==> config.mk <==
export PLATFORM = sky130hd
export DESIGN_NAME = regfile32_flat
export DESIGN_NICKNAME = d
export VERILOG_FILES = /design/src/rtl/regfile32_flat.sv
export SDC_FILE = /design/constraint.sdc
export NUM_CORES = 2
export LEC_CHECK = 0
export CAP_MARGIN = 30
export CORE_AREA = 2 2 450 452
export CTS_BUF_LIST = sky130_fd_sc_hd__clkbuf_8 sky130_fd_sc_hd__clkbuf_16
export CTS_CLUSTER_DIAMETER = 150
export DETAILED_ROUTE_END_ITERATION = 16
export DIE_AREA = 0 0 452 454
export PLACE_DENSITY = 0.55
export REMOVE_ABC_BUFFERS = 1
export SLEW_MARGIN = 20
export SYNTH_ARGS = -nofsm -noshare
export SYNTH_HDL_FRONTEND = slang
export SYNTH_SLANG_ARGS = --single-unit
==> constraint.sdc <==
create_clock -name Clk -period 4.2 [get_ports Clk]
set_clock_uncertainty 0.05 [all_clocks]
set_input_delay 0.84 -clock Clk [delete_from_list [all_inputs] [get_ports Clk]]
set_output_delay 0.84 -clock Clk [all_outputs]
set_load 0.01 [all_outputs]
==> src/rtl/regfile32_flat.sv <==
// 32 x WIDTH register file: one write port, two mux32to1by32 read ports, and a
// one-register-per-cycle clear sweep. Define WRITE_BYPASS_EN for write-through read forwarding.

module mux32to1by32 #(
  parameter int unsigned WIDTH = 32
) (
  input  logic [32*WIDTH-1:0] bus_i,
  input  logic [4:0]          sel_i,
  output logic [WIDTH-1:0]    data_o
);

  logic [31:0][WIDTH-1:0] words;

  assign words  = bus_i;
  assign data_o = words[sel_i];

endmodule

module regfile32_flat #(
  parameter int unsigned WIDTH       = 32,
  parameter int unsigned CLEAR_START = 1
) (
  input  logic                Clk,
  input  logic                ResetN,
  input  logic                RegWrite,
  input  logic [4:0]          WriteRegister,
  input  logic [WIDTH-1:0]    WriteData,
  input  logic [4:0]          ReadRegister1,
  input  logic [4:0]          ReadRegister2,
  input  logic                ClearReq,
  output logic [WIDTH-1:0]    ReadData1,
  output logic [WIDTH-1:0]    ReadData2,
  output logic [32*WIDTH-1:0] RegBus,
  output logic                Busy
);

  typedef enum logic {StIdle, StClear} state_e;

  state_e                 state_q;
  logic [4:0]             cnt_q;
  logic                   busy_q;
  logic [31:0][WIDTH-1:0] regs_q;
  logic                   wr_en;
  logic [WIDTH-1:0]       mux1_data;
  logic [WIDTH-1:0]       mux2_data;

  // Writes only land in IDLE; entry 0 is never written so it stays zero after reset.
  assign wr_en = (state_q == StIdle) && RegWrite && (WriteRegister != 5'd0);

  always_ff @(posedge Clk) begin
    if (!ResetN) begin
      state_q <= StIdle;
      cnt_q   <= '0;
      busy_q  <= 1'b0;
      regs_q  <= '0;
    end else begin
      case (state_q)
        StIdle: begin
          if (wr_en) begin
            regs_q[WriteRegister] <= WriteData;
          end
          if (ClearReq) begin
            state_q <= StClear;
            cnt_q   <= 5'(CLEAR_START);
            busy_q  <= 1'b1;
          end
        end
        StClear: begin
          regs_q[cnt_q] <= '0;
          if (cnt_q == 5'd31) begin
            state_q <= StIdle;
            busy_q  <= 1'b0;
          end else begin
            cnt_q <= cnt_q + 5'd1;
          end
        end
        default: begin
          state_q <= StIdle;
          busy_q  <= 1'b0;
        end
      endcase
    end
  end

  assign RegBus = regs_q;
  assign Busy   = busy_q;

  mux32to1by32 #(
    .WIDTH (WIDTH)
  ) u_mux_rd1 (
    .bus_i  (RegBus),
    .sel_i  (ReadRegister1),
    .data_o (mux1_data)
  );

  mux32to1by32 #(
    .WIDTH (WIDTH)
  ) u_mux_rd2 (
    .bus_i  (RegBus),
    .sel_i  (ReadRegister2),
    .data_o (mux2_data)
  );

`ifdef WRITE_BYPASS_EN
  // wr_en already excludes address 0 and the sweep, so forwarding inherits both rules.
  always_comb begin
    ReadData1 = mux1_data;
    ReadData2 = mux2_data;
    if (wr_en && (ReadRegister1 == WriteRegister)) begin
      ReadData1 = WriteData;
    end
    if (wr_en && (ReadRegister2 == WriteRegister)) begin
      ReadData2 = WriteData;
    end
  end
`else
  assign ReadData1 = mux1_data;
  assign ReadData2 = mux2_data;
`endif

endmodule

Word level (Yosys, flattened, before mapping)
Index checks and enable logic that the tools add are counted.
Widths: inputs -> output; s select.
- flip-flop bits (word level): 1031
- latch bits: 0
- memory bits (writable): 0
- memory bits (read-only): 0
- input port bits: 51
- word-level logic and storage cells: 77
- memories: 0
- add/sub/neg operators: 1
- multiply operators: 0
- div/mod/pow operators: 0
- order comparisons: 6
- equal/unequal tests: 5
- shifts and indexed selects: 0
- mux-type cells: 20
- bitwise gates (word level): 3
- reduce and logical (&&, ||, !) cells: 7
- operator list (operator ; count):
    $pmux 1024 s2 ; 1
    $and 1024x1024->1024 ; 1
    $bwmux 1024 ; 1
    $mux 1024 ; 1
    $not 1024->1024 ; 1
    $bmux 32 s5 ; 2
    $demux 32 s5 ; 2
    $mux 32 ; 4
    $lt 5x6->1 const B ; 4
    $ge 5x1->1 const B ; 2
    $mux 5 ; 2
    $pmux 5 s2 ; 1
    $ne 2x2->1 const B ; 3
    $add 5x1->5 const B ; 1
    $eq 5x5->1 const B ; 1
    $reduce_bool 5->1 ; 1
    $logic_and 1x1->1 ; 4
    $mux 1 ; 4
    $pmux 1 s2 ; 2
    $reduce_and 2->1 ; 2
    $ne 2x1->1 const B ; 1
    $not 1->1 ; 1

Longest topological paths before layout
- depth after elaboration: 7
- mapped depth: 8

Modules after synthesis
Synthesis repeated with hierarchy kept, for this count alone.
- cell total of the unflattened synthesis: 5005
- area total of the unflattened synthesis: 50753.7 um^2
- modules (own cells, without submodules) (module ; times used ; cells each ; area each (um^2)):
    regfile32_flat ; 1 ; 2689 ; 32979.1
    mux32to1by32 ; 2 ; 1158 ; 8887.3

Worst setup path after synthesis
No wires, ideal clock.
- path kind: input port to output port
- from: input port ReadRegister2[1]
- to: output port ReadData2[11]
- data arrival time: 2.323 ns
- data required time: 3.310 ns
- setup slack: 0.987 ns
- stages: 8
- cell sequence: buf_2 > buf_2 > buf_2 > buf_1 > mux2i_1 > nand2_1 > a31oi_1 > nand3_1
- cells in the longest elaborated chain, start to end: 2
- ends and longest elaborated chain (element ; line ; source):
    from (decl) ; 29 ; input logic [4:0] ReadRegister2,
    $bmux 32 s5 ; 15 ; assign data_o = words[sel_i];
    $mux 32 (implied by the code) ; 15 ;
    to (decl) ; 32 ; output logic [WIDTH-1:0] ReadData2,
No other way between the ends. The select of a mux whose other input is x is not followed.

Final worst setup path
- from: input port ReadRegister1[2]
- to: output port ReadData1[18]
- cells in the longest elaborated chain, start to end: 2
- ends and longest elaborated chain (element ; line ; source):
    from (decl) ; 28 ; input logic [4:0] ReadRegister1,
    $bmux 32 s5 ; 15 ;
    $mux 32 (implied by the code) ; 15 ;
    to (decl) ; 31 ; output logic [WIDTH-1:0] ReadData1,
No other way between the ends. The select of a mux whose other input is x is not followed.

==> impl_metrics.yaml <==
clock_network:
  htreeDepth: 4
  clk_pin_slew_ps: 60
  cts_buffers: 131
  holdBufCountCts: 0
  cts_tree: "done"
  worstSkewPairLatency_ps: 810
  cts_root_buffer: "clkbuf_16"
  clkSinkCount: 1031
  cts.path.max_buffers: 3
worst_setup_path:
  crit_type: "in -> out"
  worstSetupEndpointType: "primary output"
  cp.arrival_ps: 3360
  critPathLaunchType: "input pin"
  cp.required_ps: 3310
  critPathMaxFanout: 11
finish:
  final_cells: 9724
  syn_to_final_growth_pct: 41.27
  drive_gt1_share_pct: 11.32
  layout.nets: 6991
  fin_util_pct: 37.98
pwr:
  irDropWorstVdd_v: 0.0004181
  p_per_area_mw_per_mm2: 326.8
  leakage_uw: 0.02720
  power_uw: 24930
global_route:
  grt.total_usage_pct: 32.88
  grt_pass1_wl_mm: 469.7
  gr-total-overflow: 0
  grt_max_degree: 190
  antenna_found_initial: 39
  grt_pass1_vias: 53560
placement:
  hpwl_mm: 248.1
  post-place-cells: 9460
  portBuffers: 1139
  place.gp.congestion: 0.9444
drt:
  drc: 0
  wire_per_inst_um: 36.51
  ant_nets: 0
  drtIter0Drc: 6269
  drt-total-wl_mm: 355.0
  drtPass1Iterations: 8
  vias: 56460
  vias_per_cell: 5.806
synth:
  synth.area.top_cells: "dfxtp_1 (38%), mux2i_1 (19%), a22oi_1 (16%)"
  netlist_instances: 5892
  yosysWarnings: 0
  synth_flop_cell: "dfxtp_1"
  post-synth-top-area-cell: "dfxtp_1"
  yosysUniqueCellTypes: 35
  synth_top_area_share_pct: 38.22
  yosys_register_bits: 1031
  synth-async-reset-ratio_pct: 0
  synthesis.area_mm2: 0.05401
  ys_seq_area_share_pct: 38.22
  synth_edf_count: 0
  syn_avg_cell_area_um2: 9.166
floorplanning:
  core_mm2: 0.2009
  ios: 1140
  start_util_pct: 26.89
  rows: 165
  chipWidth_um: 452
  die_area_mm2: 0.2052
  die_h_um: 454
timing:
  tightest_slew_ps: 1020
  setup_ws_ps: -52.87
  finalHoldViolations: 0
  whs_ps: 473.3
  finalCritPeriodShare_pct: 101.3
  fmax_ghz: 0.2351
  min_period_ps: 4253
  setup_viol: 4
  drv_slew: 0
  rsz0062_at_grt: "true"
  slew_headroom_pct: 32.02
outcome:
  violations: "setup timing"
  status: "finished with violations"
hold_path:
  holdCritPathClass: "in -> reg"
job:
  drv_cap: 0
==> state kept, by name (all words and copies together) (netlist names) <==
signal,cells
RegBus,1024
Busy,1
cnt_q,5
state_q,1
==> worst paths after layout <==
| kind | depth (start not counted) | from | end | slack (ps) |
|---|---|---|---|---|
| worst min register to register | 1 | RegBus[18]$_SDFFE_PN0P_ | RegBus[18]$_SDFFE_PN0P_ | 480 |
| worst max-delay path | 10 | ReadRegister1[2] | ReadData1[18] | -50 |
| worst max register to register | 8 | cnt_q[0]$_SDFFE_PN0P_ | RegBus[834]$_SDFFE_PN0P_ | 980 |
| worst min-delay path | 2 | ResetN | RegBus[674]$_SDFFE_PN0P_ | 470 |
==> cell type report <==
cell class,instances,area [um2]
Fill cell,20040,124600
Multi-Input combinational cell,4199,31900
Sequential cell,1031,20640
Timing Repair Buffer,1568,15940
Clock buffer,160,3745
Tap cell,2672,3343
Clock inverter,77,680.7
Antenna cell,13,32.53
Inverter,4,15.01
==> Yosys cell counts (35+ instances only) <==
master / instances
nand3_1: 192
a22o_1: 128
a21oi_1: 227
nor3_1: 66
clkbuf_1: 545
mux2i_1: 1024
a31oi_1: 64
and2_1: 38
nand2_1: 197
nor2_1: 35
buf_1: 62
buf_2: 51
dfxtp_1: 1031
nor2b_1: 1000
a22oi_1: 1186
==> power by group <==
| group | leakage (uW) | internal, uW | switching, uW |
|---|---|---|---|
| Combinational | 0.0166 | 1260 | 1910 |
| Sequential | 0.00831 | 9830 | 91.7 |
| Clock | 0.00229 | 6890 | 4940 |
==> cells by family after synthesis <==
family,Yosys count,synth area share [%]
AO/OA/AOI/OAI,1610,21.47
AND/OR/NAND/NOR,1560,16.50
flip-flops,1031,38.22
multiplexers,1024,18.98
buffers and inverters,662,4.719
adder cells (fa/ha/maj),5,0.1158
==> layer usage <==
metal,vias to the layer above,global-route usage (%),share of wire (%)
met5,-,0,0.041
met2,3395,51.41,45
met1,28320,38.80,38
met4,18,26.01,9.1
li1,23800,-,-
met3,933,7.499,8.1
==> per-stage QoR <==
stage	worst slack [ps]	area (um2)	TNS, ps
2_1_floorplan	-2484	51470	-158960
3_3_place_gp	-961.6	71080	-29570
3_5_place_dp	-916.6	71110	-28530
4_1_cts	3.426	76130	0
5_1_grt	-23.59	76270	-47.11
6_report	-52.87	76290	-78.21
==> worst max-delay path, cell delays in order <==
cell,delay (ps)
buf_2,180
buf_4,170
nor2_4,210
buf_12,190
buf_12,160
a22o_1,160
nor3_1,70
a31oi_2,370
nand3_1,350
clkdlybuf4s50_1,590
==> repair_timing <==
| item | in CTS | in global routing |
|---|---|---|
| pin swaps | 2 | 1 |
| resized for setup | 90 | 17 |
| endpoints found under the setup margin | 63 | 17 |
| setup buffers | 6 | 2 |
| gates cloned | 4 | 1 |
==> layout by cell type, fill, tap and decap left out, types with 7 or more instances in the layout <==
master	synthesis	final
and2_1	38	36
buf_6	0	7
diode_2	0	13
a22o_1	128	128
a21oi_4	0	31
clkinv_2	0	23
nand2_1	197	195
a31oi_1	64	30
dfxtp_1	1031	1031
nor2b_1	1000	996
clkdlybuf4s50_1	0	1108
clkbuf_8	0	23
a31oi_4	0	10
nor2_4	0	30
nor3_2	3	13
nor3_1	66	53
a22oi_1	1186	1186
clkbuf_16	0	138
buf_4	0	326
mux2i_1	1024	1022
a21oi_1	227	194
inv_1	4	31
a31oi_2	0	24
buf_2	51	13
bufinv_16	0	9
buf_12	0	90
dlymetal6s2s_1	0	7
nand3_1	192	187
(Power assumes the default switching activity.)
